<file path="src/rtl/wb_port_arbiter.sv">
// wb_port_arbiter: shares the register-file write port between the MEM/WB
// writeback path and the mul/div result channel. WB always wins; mul/div
// results wait in a small FIFO and drain into idle port cycles. A starvation
// FSM raises o_stall_req when the FIFO has been blocked for too long.
// Optional feature macro: WB_ARB_STATS_EN adds o_defer_cnt (deferred-drain
// cycle counter).
module wb_port_arbiter #(
    parameter int DEPTH        = 2,
    parameter int STARVE_LIMIT = 4
) (
    input  logic        i_clk,
    input  logic        i_rst_n,
    input  logic        i_wb_we,
    input  logic [4:0]  i_wb_waddr,
    input  logic [31:0] i_wb_wdata,
    input  logic        i_md_valid,
    input  logic [4:0]  i_md_waddr,
    input  logic [31:0] i_md_wdata,
    output logic        o_md_ready,
    output logic        o_rf_we,
    output logic [4:0]  o_rf_waddr,
    output logic [31:0] o_rf_wdata,
    output logic        o_stall_req
`ifdef WB_ARB_STATS_EN
    ,
    output logic [15:0] o_defer_cnt
`endif
);

    localparam int          AW       = $clog2(DEPTH);
    localparam logic [AW:0] FULL_CNT = (AW+1)'(DEPTH);
    localparam logic [3:0]  LIM      = 4'(STARVE_LIMIT);

    typedef enum logic [1:0] {S_IDLE, S_PEND, S_STARVE} state_t;

    logic [DEPTH-1:0] r_vld;
    logic [4:0]       r_addr [DEPTH];
    logic [31:0]      r_data [DEPTH];
    logic [AW-1:0]    r_wptr, r_rptr;
    logic [AW:0]      r_cnt;
    logic [3:0]       r_starve;
    logic [3:0]       w_starve_nxt;
    state_t           r_state, w_state_nxt;
    logic             r_stall;

    logic w_full, w_empty, w_push, w_pop, w_kill_en;

    assign w_full     = (r_cnt == FULL_CNT);
    assign w_empty    = (r_cnt == '0);
    assign o_md_ready = !w_full && i_rst_n;
    assign w_push     = i_md_valid && o_md_ready;
    assign w_pop      = !i_wb_we && !w_empty;
    // A WB write is younger than anything queued for the same register.
    assign w_kill_en  = i_wb_we && (i_wb_waddr != 5'd0);

    // FIFO storage, pointers and count; a same-cycle push overrides a kill.
    always_ff @(posedge i_clk) begin
        if (!i_rst_n) begin
            r_vld  <= '0;
            r_wptr <= '0;
            r_rptr <= '0;
            r_cnt  <= '0;
        end else begin
            for (int i = 0; i < DEPTH; i++) begin
                if (w_kill_en && (r_addr[i] == i_wb_waddr))
                    r_vld[i] <= 1'b0;
            end
            if (w_pop) begin
                r_vld[r_rptr] <= 1'b0;
                r_rptr        <= r_rptr + 1'b1;
            end
            if (w_push) begin
                r_vld[r_wptr]  <= 1'b1;
                r_addr[r_wptr] <= i_md_waddr;
                r_data[r_wptr] <= i_md_wdata;
                r_wptr         <= r_wptr + 1'b1;
            end
            case ({w_push, w_pop})
                2'b10:   r_cnt <= r_cnt + 1'b1;
                2'b01:   r_cnt <= r_cnt - 1'b1;
                default: r_cnt <= r_cnt;
            endcase
        end
    end

    // Registered write port: WB first, then FIFO head; $0 and killed entries write nothing.
    always_ff @(posedge i_clk) begin
        if (!i_rst_n) begin
            o_rf_we    <= 1'b0;
            o_rf_waddr <= '0;
            o_rf_wdata <= '0;
        end else if (i_wb_we) begin
            o_rf_we    <= (i_wb_waddr != 5'd0);
            o_rf_waddr <= i_wb_waddr;
            o_rf_wdata <= i_wb_wdata;
        end else if (w_pop) begin
            o_rf_we    <= r_vld[r_rptr] && (r_addr[r_rptr] != 5'd0);
            o_rf_waddr <= r_addr[r_rptr];
            o_rf_wdata <= r_data[r_rptr];
        end else begin
            o_rf_we    <= 1'b0;
        end
    end

    // Next state and starve counter from the registered count and counter.
    always_comb begin
        w_state_nxt  = r_state;
        w_starve_nxt = r_starve;
        if (w_empty || w_pop)
            w_starve_nxt = '0;
        else if (i_wb_we && (r_starve != LIM))
            w_starve_nxt = r_starve + 1'b1;
        unique case (r_state)
            S_IDLE:   if (!w_empty) w_state_nxt = S_PEND;
            S_PEND: begin
                if (w_empty)              w_state_nxt = S_IDLE;
                else if (r_starve == LIM) w_state_nxt = S_STARVE;
            end
            S_STARVE: if (w_empty) w_state_nxt = S_IDLE;
            default:  w_state_nxt = S_IDLE;
        endcase
    end

    // State, starve counter and registered stall request.
    always_ff @(posedge i_clk) begin
        if (!i_rst_n) begin
            r_state  <= S_IDLE;
            r_starve <= '0;
            r_stall  <= 1'b0;
        end else begin
            r_state  <= w_state_nxt;
            r_starve <= w_starve_nxt;
            r_stall  <= (w_state_nxt == S_STARVE);
        end
    end

    assign o_stall_req = r_stall;

`ifdef WB_ARB_STATS_EN
    logic [15:0] r_defer;

    // Count cycles where a queued result was held back by a WB write.
    always_ff @(posedge i_clk) begin
        if (!i_rst_n)
            r_defer <= '0;
        else if (!w_empty && i_wb_we && (r_defer != 16'hFFFF))
            r_defer <= r_defer + 1'b1;
    end

    assign o_defer_cnt = r_defer;
`endif

endmodule

</file>
<file path="config.mk">
export PLATFORM = sky130hd
export DESIGN_NAME = wb_port_arbiter
export DESIGN_NICKNAME = d
export VERILOG_FILES = /design/src/rtl/wb_port_arbiter.sv
export SDC_FILE = /design/constraint.sdc
export NUM_CORES = 1
export LEC_CHECK = 0
export ABC_AREA = 1
export CORE_ASPECT_RATIO = 0.8
export CORE_UTILIZATION = 40
export DETAILED_ROUTE_END_ITERATION = 7
export DONT_BUFFER_PORTS = 1
export GPL_TIMING_DRIVEN = 0
export PLACE_DENSITY = 0.59
export SLEW_MARGIN = 15
export SYNTH_ARGS = -nofsm -noshare
export SYNTH_HDL_FRONTEND = slang
export SYNTH_SLANG_ARGS = --single-unit
export TNS_END_PERCENT = 5
</file>
<file path="constraint.sdc">
create_clock -name i_clk -period 5.7 [get_ports i_clk]
set_input_delay 1.425 -clock i_clk [delete_from_list [all_inputs] [get_ports i_clk]]
set_output_delay 1.425 -clock i_clk [all_outputs]
set_load 0.01 [all_outputs]
</file>
==> metrics.md, run 1 <==
| Metric | Value |
|---|---|
| Root Buffer | `clkbuf_16` |
| Gr ovfl total | `0` |
| Detailed-route via count | `3422` |
| Result of the run | `finished, final reports clean` |
| FF+latch count, synth | `126` |
| CTS tree | `done` |
| I/O Buffers | `0` |
| Initial Utilization | `0.413` |
| Fraction of power spent switching nets | `0.239` |
| Die area | `13200 sq um` |
| Critical Path End Type | `primary output` |
| Synth Warn # | `0` |
| Total Routing Usage GR | `0.189` |
| Unrepaired setup endpoints after global routing | `false` |
| Synth area leaders | `edfxtp_1 44%, dfxtp_1 20%, nand2_1 6.5%, a21oi_1 5.0%, o211ai_1 3.5%` |
| Maximum vdd drop | `212 uV` |
| Utilization after layout | `0.489` |
| Filler cells | `1130` |
| Core area | `12300 sq um` |
| GPL Wtd Cong | `0.835` |
| Clock buffer depth | `2` |
| Worst-Skew Late Latency | `0.42 ns` |
| Pre-antenna DRT Iters | `4` |
| Mapped Avg Cell Area | `10.7 sq um` |
| Antenna Violating Nets Remaining | `0` |
| Placed insts | `648` |
| Largest area contributor in the netlist | `edfxtp_1` |
| I/O pin total | `118` |
| H-tree lvl count | `4` |
| Clock Power Share | `0.454` |
| Synth Flop Type | `edfxtp_1` |
| Leak Pwr | `2.25 nW` |
| First DRT Iteration DRCs | `202` |
| Post-DP HPWL | `8.26 mm` |
| CTS Buf Count | `17` |
| Post-synth ARST share | `0` |
| Final period util | `0.540` |
| Max cap viols | `0` |
| Routed WL | `11.7 mm` |
| R2r worst-path depth | `5` |
| Sequential group share of total power | `0.436` |
| Share of the synthesized area in the top cell type | `0.437` |
| Worst hold slack | `0.506 ns` |
| Via count of the first global-routing pass | `3239` |
| Mapped Cells | `474` |
| Final Setup Violations | `0` |
| Initial antenna violation count | `2` |
| Switching power | `0.000597 W` |
| Gates resized, CTS repair | `0` |
| Int Pwr | `0.00190 W` |
| Clock sinks | `126` |
| Final Power | `0.00250 W` |
| Area of the mapped netlist | `5080 sq um` |
| DIE HEIGHT | `103 microns` |
| Worst setup SP type | `primary input` |
| Chip width | `128 microns` |
| Sequential share of the synthesized area | `0.642` |
| Max Fclk | `325 MHz` |
| Max transition margin | `0.598` |
| Drt drc | `0` |
| Clock slew at reported path FFs | `0.05 ns` |
| Nets | `577` |
| # Post-CTS Setup Buffers | `0` |
| Power density over the cells | `415 nW/um^2` |
| Register-to-register setup slack | `3.71 ns` |
| Final Skew | `0.00796 ns` |
| Largest stage delay, worst path | `0.19 ns` |
| Row count | `36` |
| Crit-path max FO | `3` |
| Crit path time final | `3.08 ns` |
| Count of final hold-check violations | `0` |
| Largest net degree at the start of global routing | `23` |
| Non-filler instance count after layout | `682` |
| # hold bufs at CTS | `0` |
| CP Depth | `2` |
| CP max-delay cell | `a21oi_2` |
| Worst Path Required | `4.28 ns` |
| Worst Max-Slew Pin Slew | `0.601 ns` |
| Worst Path Buf+Inv | `1` |
| CP Class | `primary input to primary output` |
| Kind of cell adding the most delay to the critical path | `compound AO/OA/AOI/OAI gates` |
| Yosys cell types | `31` |
| Setup TNS | `0 ns` |
| Critical-path cell list | `inv_1 -> a21oi_2` |
| Cells on Worst Hold Path | `2` |
| Syn nets | `555` |
| Area added between synthesis and finish | `18.3%` |
| Final Max Slew Viols | `0` |
| Top cells by count, synth | `88 x nand2_1, 74 x edfxtp_1, 52 x dfxtp_1, 51 x a21oi_1, 37 x inv_1` |
| Count leader, synth | `nand2_1` |
| Hold crit path type | `flop to flop` |
| Logic gate share of total power | `0.110` |
| Critical Path AT | `1.65 ns` |
| Avg Vias per Cell | `5.02` |
| Routed WL per cell | `17.1 microns` |
| Post-synth EDFFs | `74` |
| Share of cells above drive strength 1 | `0.141` |
| First-pass GRT wire length | `17.7 mm` |
## state kept, by name, indices dropped and copies added, names as in the netlist, 2 cells and up, named ones only
name	cells
r_data	64
o_rf_wdata	32
r_cnt	2
r_starve	4
r_vld	2
r_addr	10
r_state	2
o_rf_waddr	5
## final cells by class
type | count | area, sq um | area share
diodes | 2 | 5.00 | 0.000832
clock buffers | 25 | 485 | 0.0807
repair buffers | 3 | 75.1 | 0.0125
flip-flops and latches | 126 | 3260 | 0.543
well taps | 171 | 214 | 0.0356
plain buffers | 24 | 140 | 0.0233
clock inverters | 7 | 138 | 0.0229
inverters | 38 | 148 | 0.0245
multi-input cells | 286 | 1550 | 0.257
## path summary, 6_finish.rpt
path                             startpoint           end
worst max-delay path                i_rst_n    o_md_ready
worst min register to register  r_starve[0]   r_starve[0]
worst max register to register     r_cnt[0]  r_addr[1][3]
worst min-delay path            r_starve[0]   r_starve[0]
## power by group through the flow
stage	Combinational, W	Clock, W	Sequential, W
3_5_place_dp	0.000279	0	0.00111
4_1_cts	0.000280	0.00116	0.00109
6_report	0.000275	0.00113	0.00109
3_3_place_gp	0.000263	0	0.00111
5_1_grt	0.000310	0.00119	0.00110
2_1_floorplan	0.000202	0	0.00110
## cells in the final DEF (no fill, tap or decap), types with 13 or more instances in the layout
cell type	Yosys	final
o211ai_1	24	24
clkbuf_16	0	17
clkbuf_1	8	13
nor2_1	20	18
nand2_1	88	88
inv_1	37	37
or2_2	17	17
a21oi_1	51	51
dfxtp_1	52	52
o21ai_0	34	34
edfxtp_1	74	74
## stage by stage
step	setup slack [ns]	instance area [sq um]
floorplan	1.92	5080
global placement	0.656	5300
detailed placement	2.62	5390
CTS	2.62	6010
global route	2.61	6010
finish	2.62	6010
## cell families (layout without fill, tap and decap cells)
family | count (synthesis) | in the layout | synth area share
buffers and inverters | 62 | 97 | 0.0566
DFF | 126 | 126 | 0.642
and+or+nand+nor | 141 | 141 | 0.122
other | 0 | 2 | 0
muxes | 9 | 9 | 0.0177
AOI/OAI and AO/OA | 127 | 127 | 0.144
xor gates and xnor gates | 6 | 6 | 0.0103
adders and majority gates | 3 | 3 | 0.00739
## metal layers
| layer | global-route usage | up-vias | wire, microns | part of all wire |
|---|---|---|---|---|
| met5 | 0 | - | 0 | 0 |
| met4 | 0.0706 | 0 | 138 | 0.012 |
| met2 | 0.283 | 98 | 5160 | 0.44 |
| met1 | 0.235 | 1609 | 5310 | 0.45 |
| li1 | - | 1703 | - | - |
| met3 | 0.0955 | 12 | 1090 | 0.093 |
Note: power is estimated with default switching activity, not from simulation.
==> run 2: changes to the inputs <==
==> constraint.sdc (replaced) <==
create_clock -name i_clk -period 2.9 [get_ports i_clk]
set_input_delay 0.725 -clock i_clk [delete_from_list [all_inputs] [get_ports i_clk]]
set_output_delay 0.725 -clock i_clk [all_outputs]
set_load 0.01 [all_outputs]
==> results of run 2 <==
The final DEF is identical to that of run 1. Status: finished, final reports clean.
Main changes from that run: setup slack after placement 2.62 ns -> 0.633 ns; setup slack after layout 2.62 ns -> 0.911 ns; hold slack 0.506 ns -> 0.402 ns; start point of the critical path i_rst_n -> r_cnt[0]; end point of the critical path o_md_ready -> r_addr[1][3]; register-to-register setup slack 3.71 ns -> 0.91 ns; end point of the worst hold path r_starve[0] -> r_data[1][0]; total power 0.00250 W -> 0.00491 W; worst IR drop on VDD 212 uV -> 417 uV
==> run 3: changes to the inputs <==
==> constraint.sdc (replaced) <==
create_clock -name i_clk -period 2.1 [get_ports i_clk]
set_input_delay 0.525 -clock i_clk [delete_from_list [all_inputs] [get_ports i_clk]]
set_output_delay 0.525 -clock i_clk [all_outputs]
set_load 0.01 [all_outputs]
==> run 3 against run 2 <==
Against the previous run:
- clock power increased by 39%
- cell count is 0.44% lower
- sequential share of layout area increased by 0.26 points
- critical endpoint is now r_data[1][10]
- largest power group unchanged
==> metrics.md, run 3 (synthesis gave the netlist of run 1 again) <==
| Metric | Value |
|---|---|
| Worst r2r src | `r_cnt[0]` |
| Avg Vias per Cell | `5.11` |
| Post-DP HPWL | `8.25 mm` |
| Area added between synthesis and finish | `17.8%` |
| Total Routing Usage GR | `0.195` |
| Power density over the cells | `1140 nW/um^2` |
| Nets | `576` |
| GPL Wtd Cong | `0.810` |
| I/O pin total | `118` |
| Post-route cell area | `5990 sq um` |
| Setup WS pre-CTS | `0.136 ns` |
| Hold crit path type | `primary input to flop` |
| Count of final hold-check violations | `0` |
| Max cap viols | `0` |
| Clock slew at reported path FFs | `0.06 ns` |
| Register-to-register setup slack | `0.18 ns` |
| Worst r2r dst | `r_data[1][10]` |
| Detailed-route via count | `3467` |
| First DRT Iteration DRCs | `219` |
| Crit-path max FO | `25` |
| R2r worst-path depth | `5` |
| Initial Utilization | `0.413` |
| Worst Max-Slew Pin Slew | `0.612 ns` |
| Worst-Skew Late Latency | `0.42 ns` |
| Max Fclk | `521 MHz` |
| Critical-path cell list | `inv_1 -> a21oi_2 -> nand2_2 -> nor2_4 -> buf_12` |
| Share of cells above drive strength 1 | `0.144` |
| Post-DP Area | `5350 sq um` |
| DIE HEIGHT | `103 microns` |
| H-tree lvl count | `4` |
| Chip width | `128 microns` |
| Final setup margin | `0.181 ns` |
| Critical Path End Type | `flop` |
| Worst Path Required | `2.21 ns` |
| # Post-CTS Setup Buffers | `0` |
| Worst setup path start | `r_cnt[0]` |
| First-pass GRT wire length | `18.3 mm` |
| Filler cells | `1118` |
| Die area | `13200 sq um` |
| Leak Pwr | `2.24 nW` |
| Largest register FFs | `64` |
| Initial antenna violation count | `0` |
| Final period util | `0.914` |
| Setup TNS | `0 ns` |
| Most frequent cells in the layout | `88 x nand2_1, 74 x edfxtp_1, 52 x dfxtp_1` |
| Root Buffer | `clkbuf_16` |
| Final Max Slew Viols | `0` |
| CP max-delay cell | `nor2_4` |
| CP Class | `flop to flop` |
| Routed WL per cell | `17.7 microns` |
| Kind of cell adding the most delay to the critical path | `simple AND/OR/NAND/NOR gates` |
| Clock buffer depth | `2` |
| Worst setup SP type | `flop` |
| Gr ovfl total | `0` |
| Maximum vdd drop | `641 uV` |
| Core area | `12300 sq um` |
| CTS tree | `done` |
| Drt drc | `0` |
| CTS Buf Count | `17` |
| Largest net degree at the start of global routing | `26` |
| Top flop regs | `r_data: 64 flops, o_rf_wdata: 32 flops, r_addr: 10 flops` |
| Via count of the first global-routing pass | `3369` |
| Worst Path Buf+Inv | `2` |
| I/O Buffers | `0` |
| Critical Path AT | `2.03 ns` |
| CP Depth | `5` |
| Routed WL | `12.1 mm` |
| Row count | `36` |
| Final Skew | `0.00596 ns` |
| # hold bufs at CTS | `0` |
| Most common cell after layout, fill and taps aside | `nand2_1` |
| Result of the run | `finished, final reports clean` |
| Pre-antenna DRT Iters | `5` |
| Clock sinks | `126` |
| Unrepaired setup endpoints after global routing | `false` |
| Largest stage delay, worst path | `0.42 ns` |
| Reg with most FFs | `r_data` |
| Final Setup Violations | `0` |
| Max transition margin | `0.592` |
| Antenna Violating Nets Remaining | `0` |
| Gates resized, CTS repair | `0` |
| # diodes | `0` |
| Crit path time final | `1.92 ns` |
| Crit path to | `r_data[1][10]` |
| Final Power | `0.00681 W` |
## run 3: area by class of cell
class,instances,area (sq um),share of cell area
plain buffers,24,140,0.0234
clock inverters,10,160,0.0268
multi-input cells,286,1550,0.258
well taps,171,214,0.0357
repair buffers,2,40.0,0.00669
flip-flops and latches,126,3260,0.545
clock buffers,22,474,0.0792
inverters,38,148,0.0247
## run 3: worst min path at each step
stage | start | slack, ns | to | cells after the start
CTS | i_md_wdata[12] | 0.18 | r_data[0][12] | 0
detailed placement | r_starve[0] | 0.50 | r_starve[0] | 2
global placement | r_wptr | 0.48 | r_wptr | 2
global route | i_md_wdata[12] | 0.18 | r_data[0][12] | 0
floorplan | r_wptr | 0.47 | r_wptr | 2
finish | i_md_wdata[12] | 0.20 | r_data[0][12] | 0
## run 3: where the power goes
group / internal [W] / switching, W
clock network: 0.00207 / 0.00104
logic: 0.000265 / 0.000477
registers: 0.00281 / 0.000147
## run 3: metrics by stage
step / utilization / hold WS (ns) / instances
after global placement: 0.431 / 0.480 / 645
after CTS: 0.487 / 0.183 / 679
after global routing: 0.487 / 0.175 / 679
after detailed placement: 0.435 / 0.497 / 647
after floorplan: - / 0.469 / 474
final: 0.487 / 0.196 / 679
## run 3: metal layers
layer / wire, microns / part of all wire / up-vias / global-route usage
met2: 5480 / 0.46 / 116 / 0.303
met5: 0 / 0 / - / 0
met4: 208 / 0.017 / 0 / 0.0923
met3: 1140 / 0.095 / 15 / 0.0851
li1: - / - / 1695 / -
met1: 5220 / 0.43 / 1641 / 0.235
## run 3: worst reg2reg max path, delay by kind of cell (launching register included)
family                 cells  cell delay, ns
AOI/OAI and AO/OA          1            0.23
and+or+nand+nor            2            0.59
DFF                        1            0.41
buffers and inverters      2            0.37
